### src/rtl/tile_ram_arbiter.sv
// tile_ram_arbiter
// Arbitrates the single port of the 32x24 tile colour RAM (one RRRGGGBB byte
// per 20x20 tile). There are three users of the port:
//   - the display read path, which owns the port during active video
//   - a host write port, accepted only outside active video and when no fill
//     is running
//   - a whole-screen fill engine, which writes one entry per non-active cycle
// Every RAM-side output is registered. A grant made in cycle N appears on
// ram_* in cycle N+1.
//
// Ports:
//   clk, rst_n        clock, asynchronous active-low reset
//   active_video      high while the beam is inside the 640x480 area
//   disp_addr         tile address requested by the display path
//   host_valid/ready  host write handshake (ready is combinational)
//   host_addr/data    host write tile address and colour
//   host_err          one-cycle pulse after an out-of-range host write is dropped
//   fill_start        start a whole-screen fill with fill_color
//   fill_busy         a fill is in progress
//   fill_done         one-cycle pulse once the last entry has been written
//   ram_addr/we/wdata registered RAM port
// Optional build macro TILE_ARB_STATS_EN adds:
//   stats_clr         synchronous clear of the stall counter
//   host_stall_cnt    saturating count of cycles with host_valid && !host_ready

module tile_ram_arbiter #(
  parameter int unsigned TILES = 768,
  parameter int unsigned AW    = 10,
  parameter int unsigned DW    = 8
) (
  input  logic          clk,
  input  logic          rst_n,
  input  logic          active_video,
  input  logic [AW-1:0] disp_addr,
  input  logic          host_valid,
  output logic          host_ready,
  input  logic [AW-1:0] host_addr,
  input  logic [DW-1:0] host_data,
  output logic          host_err,
  input  logic          fill_start,
  input  logic [DW-1:0] fill_color,
  output logic          fill_busy,
  output logic          fill_done,
  output logic [AW-1:0] ram_addr,
  output logic          ram_we,
  output logic [DW-1:0] ram_wdata
`ifdef TILE_ARB_STATS_EN
  ,
  input  logic          stats_clr,
  output logic [15:0]   host_stall_cnt
`endif
);

  // One extra bit so the range check still works when TILES == 2**AW.
  localparam int unsigned AWX = AW + 1;
  localparam logic [AWX-1:0] TILES_X  = AWX'(TILES);
  localparam logic [AW-1:0]  LAST_PTR = AW'(TILES - 1);

  typedef enum logic [1:0] {
    ST_IDLE = 2'd0,
    ST_FILL = 2'd1,
    ST_DONE = 2'd2
  } state_t;

  state_t        state_q, state_d;
  logic [AW-1:0] ptr_q, ptr_d;
  logic [DW-1:0] col_q, col_d;

  logic [AW-1:0] ram_addr_d;
  logic          ram_we_d;
  logic [DW-1:0] ram_wdata_d;
  logic          host_err_d;
  logic          fill_busy_d;
  logic          fill_done_d;

  logic          host_fire;
  logic          host_in_range;

  // A fill starting this cycle blocks the host so fill wins the tie.
  assign host_ready    = !active_video && !fill_busy && !fill_start;
  assign host_fire     = host_valid && host_ready;
  assign host_in_range = AWX'(host_addr) < TILES_X;

  // Next-state, fill pointer and RAM port decision.
  always_comb begin
    state_d     = state_q;
    ptr_d       = ptr_q;
    col_d       = col_q;
    ram_addr_d  = disp_addr;
    ram_we_d    = 1'b0;
    ram_wdata_d = ram_wdata;
    host_err_d  = 1'b0;

    unique case (state_q)
      ST_IDLE: begin
        if (fill_start) begin
          state_d = ST_FILL;
          ptr_d   = '0;
          col_d   = fill_color;
        end
      end
      ST_FILL: begin
        // Active video pauses the fill with the pointer held.
        if (!active_video) begin
          ram_addr_d  = ptr_q;
          ram_we_d    = 1'b1;
          ram_wdata_d = col_q;
          if (ptr_q == LAST_PTR) begin
            state_d = ST_DONE;
            ptr_d   = '0;
          end else begin
            ptr_d = ptr_q + AW'(1);
          end
        end
      end
      ST_DONE: begin
        state_d = ST_IDLE;
        ptr_d   = '0;
      end
      default: begin
        state_d = ST_IDLE;
        ptr_d   = '0;
      end
    endcase

    // Out-of-range host writes still complete the handshake but are dropped.
    if (host_fire && (state_q != ST_FILL)) begin
      ram_addr_d = host_addr;
      if (host_in_range) begin
        ram_we_d    = 1'b1;
        ram_wdata_d = host_data;
      end else begin
        host_err_d = 1'b1;
      end
    end

    fill_busy_d = (state_d == ST_FILL);
    fill_done_d = (state_d == ST_DONE);
  end

  // State and registered outputs.
  always_ff @(posedge clk or negedge rst_n) begin
    if (!rst_n) begin
      state_q   <= ST_IDLE;
      ptr_q     <= '0;
      col_q     <= '0;
      ram_addr  <= '0;
      ram_we    <= 1'b0;
      ram_wdata <= '0;
      host_err  <= 1'b0;
      fill_busy <= 1'b0;
      fill_done <= 1'b0;
    end else begin
      state_q   <= state_d;
      ptr_q     <= ptr_d;
      col_q     <= col_d;
      ram_addr  <= ram_addr_d;
      ram_we    <= ram_we_d;
      ram_wdata <= ram_wdata_d;
      host_err  <= host_err_d;
      fill_busy <= fill_busy_d;
      fill_done <= fill_done_d;
    end
  end

`ifdef TILE_ARB_STATS_EN
  // Host stall counter: the clear input wins over an increment, and the count saturates.
  always_ff @(posedge clk or negedge rst_n) begin
    if (!rst_n) begin
      host_stall_cnt <= '0;
    end else if (stats_clr) begin
      host_stall_cnt <= '0;
    end else if (host_valid && !host_ready && (host_stall_cnt != 16'hFFFF)) begin
      host_stall_cnt <= host_stall_cnt + 16'd1;
    end
  end
`endif

endmodule
### config.mk
export PLATFORM = sky130hd
export DESIGN_NAME = tile_ram_arbiter
export DESIGN_NICKNAME = d
export VERILOG_FILES = /design/src/rtl/tile_ram_arbiter.sv
export SDC_FILE = /design/constraint.sdc
export NUM_CORES = 1
export LEC_CHECK = 0
export CORE_ASPECT_RATIO = 1.25
export CORE_MARGIN = 5
export CORE_UTILIZATION = 45
export CTS_CLUSTER_SIZE = 8
export DETAILED_ROUTE_END_ITERATION = 12
export GPL_TIMING_DRIVEN = 0
export PLACE_DENSITY = 0.79
export SYNTH_ARGS = -nofsm -noshare
export SYNTH_HDL_FRONTEND = slang
export SYNTH_SLANG_ARGS = --single-unit
### constraint.sdc
create_clock -name clk -period 2.2 [get_ports clk]
set_clock_uncertainty 0.2 [all_clocks]
set_input_delay 0.44 -clock clk [delete_from_list [all_inputs] [get_ports clk]]
set_output_delay 0.44 -clock clk [all_outputs]
set_load 0.01 [all_outputs]
==> reports/results.txt <==
HPWL after DPL - 3.51 mm
area delta synth->final - 47.4%
Seq/Total Area, Yosys - 56.2%
RR Endpoint - ptr_q[4]$_DFFE_PN0P_
first-pass GRT wire length - 7.59 mm
Initial DRC Count - 64
busiest grt layer - met2
ANT cells - 0
PortBufs - 63
Root Buffer - clkbuf_8
syn nets - 228
Post-Syn Instances - 186
clock sink count - 42
GRT met3 Usage - 7.25%
Int Pwr - 0.00189 W
pre-CTS WS - -336 ps
Flop pwr share - 43.3%
clock buffer depth - 2
Yosys cell types - 33
RSZ-0062 raised after global routing - false
met2 Use GR - 32.7%
Levels on crit path - 3
met1 GRT Util - 19.6%
Worst Path Buf+Inv - 2
GPL Wtd Cong - 0.827
R2R depth - 5
vias in the first global route - 1682
final setup fails - 0
slowest CP cell - clkdlybuf4s50_1
Worst IR Drop VDD - 0.616 mV
Fill cells - 339
antenna violations before repair - 0
commonest non-fill, non-tap cell in the layout - clkdlybuf4s50_1
# IOs - 64
crit end category - primary output
worst hold slack - 314 ps
vias - 1656
CTS Buf Count - 5
kind of critical path - in -> out
CP delay by family, top - buffers and inverters
Vias/cell - 5.24
Synth Flop Type - dfrtp_1
Hold Violations, Final - 0
Routed Antenna Nets - 0
Setup Total Neg Slack - 0 ps
CP Launch Type - input pin
All-Layer GR Usage - 18.6%
Clock power frac - 28.7%
Worst-Margin Slew - 479 ps
most frequent cells in the layout - 61 x clkdlybuf4s50_1, 42 x dfrtp_1, 24 x nand2_1, 18 x nor2_1, 13 x a21oi_1
Total Wirelength - 4.76 mm
CTS tree - done
end of the critical path - host_ready
hold crit path type - reg -> reg
PD cells - 940 mW/mm²
P_sw - 0.000704 W
Comb pwr share - 28.0%
Leak - 1.21 nW
Initial Utilization - 46.0%
origin of the worst setup path - active_video
remaining global-route overflow - 0
Die Span Y - 82.1 µm
#FFs+latches synth - 42
total iterations of the first detailed-routing run - 5
fraction of layout cells with a size suffix above 1 - 11.5%
Switching Fraction - 27.2%
DRC errors left - 0
status - finished clean
synthesized cell area - 0.00187 mm²
Placement Rows - 26
Tcrit/Tclk final - 96.2%
final net count - 301
Worst EP arrival - 1480 ps
Worst Path Required - 1560 ps
EDFF count, synth - 0
wire per inst - 15.1 µm
Max FO, Critical Path - 5
YS warnings - 0
htree depth - 2
Mapped Avg Cell Area - 10.1 µm²
pin count of the biggest net entering global routing - 26
Clock Latency Late Sink - 300 ps
reg2reg start - ptr_q[0]$_DFFE_PN0P_
max-cap violation count - 0
post-layout min period - 2120 ps
Worst path max stage delay - 520 ps
core area - 0.00407 mm²
Final Max Slew Viols - 0
asr flop ratio synth - 100%
die area - 0.00555 mm²
worst-path cell chain - clkdlybuf4s50_1, nor3_4, clkdlybuf4s15_1
slew margin rel. - 68.0%
Die W - 67.7 µm
Max Clk Rate - 0.472 GHz
Reg2Reg Setup Slack - 160 ps
Reg clk slew, reported paths - 80 ps
fin worst setup slack - 83.4 ps
-- repair_timing --
| action | in CTS | in global routing |
|---|---|---|
| pin swaps | 1 | 1 |
| resized for setup | 2 | 4 |
| hold buffers | 1 | 0 |
| buffers inserted | 0 | 1 |
| endpoints found under the setup margin | 2 | 9 |
| hold endpoints to repair | 17 | 0 |
-- power groups by stage --
stage / Clock [W] / Sequential, W / Combinational (W)
after CTS: 0.000758 / 0.00113 / 0.000731
after detailed placement: 0 / 0.00113 / 0.000726
after global placement: 0 / 0.00113 / 0.000701
after floorplan: 0 / 0.00115 / 0.000309
final: 0.000744 / 0.00112 / 0.000725
after global routing: 0.000801 / 0.00116 / 0.000794
-- metrics by stage --
stage / cells / power (W) / area, µm² / util, %
final: 316 / 0.00259 / 2760 / 67.8
after global routing: 316 / 0.00275 / 2760 / 67.8
after CTS: 315 / 0.00261 / 2740 / 67.5
after detailed placement: 306 / 0.00186 / 2590 / 63.6
after global placement: 305 / 0.00183 / 2570 / 63.2
after floorplan: 186 / 0.00146 / 1870 / -
-- logic make-up (layout without fill, tap and decap cells) --
| logic type | after synthesis | count (layout) | share of synthesized area [%] |
|---|---|---|---|
| simple gates | 67 | 67 | 17.9 |
| compound gates | 45 | 45 | 14.7 |
| flops | 42 | 42 | 56.2 |
| xor+xnor | 3 | 3 | 1.40 |
| buf+inv | 20 | 94 | 4.35 |
| fa+ha+maj | 1 | 1 | 0.669 |
| mux | 8 | 8 | 4.82 |
-- how the worst min path moves through the flow --
stage / from / endpoint / depth (start not counted)
floorplan: rst_n / col_q[0]$_DFFE_PN0P_ / 0
global placement: col_q[4]$_DFFE_PN0P_ / col_q[4]$_DFFE_PN0P_ / 1
detailed placement: rst_n / fill_done$_DFF_PN0_ / 1
CTS: col_q[4]$_DFFE_PN0P_ / col_q[4]$_DFFE_PN0P_ / 1
global route: col_q[4]$_DFFE_PN0P_ / col_q[4]$_DFFE_PN0P_ / 1
finish: col_q[4]$_DFFE_PN0P_ / col_q[4]$_DFFE_PN0P_ / 1
-- registers in the layout (all words and copies together) (netlist names) --
register   count
fill_done      1
host_err       1
col_q          8
ram_we         1
ptr_q         10
ram_addr      10
state_q        2
ram_wdata      8
fill_busy      1
-- synthesized netlist by cell type (2+ instances only) --
library cell | instances | area (µm²)
dfrtp_1 | 42 | 1050
nand2_1 | 24 | 90.1
nor2_1 | 18 | 67.6
a21oi_1 | 13 | 65.1
inv_1 | 10 | 37.5
a31oi_1 | 9 | 56.3
o22ai_1 | 9 | 56.3
mux2_2 | 8 | 90.1
buf_2 | 5 | 25.0
clkbuf_1 | 5 | 18.8
nand4_1 | 5 | 31.3
o21ai_0 | 5 | 25.0
o31ai_1 | 4 | 30.0
nand3_1 | 3 | 15.0
or3_1 | 3 | 18.8
xor2_1 | 3 | 26.3
and2b_1 | 2 | 15.0
and3_1 | 2 | 12.5
o21bai_1 | 2 | 15.0
-- routing by layer --
layer,share of wire [%],wire length [µm]
met2,53,2500
met3,8.7,414
met5,0,0
met4,1.3,60
met1,38,1790
-- area by class of cell --
cell class,count,area [µm²],area share (%)
plain buffers,10,45.0,1.63
clock buffers,6,82.6,2.99
clock inverters,2,60.1,2.18
inverters,10,37.5,1.36
multi-input cells,124,748,27.1
flip-flops and latches,42,1050,38.1
well taps,56,70.1,2.54
repair buffers,66,663,24.0
Power figures use the tool's default switching activity.
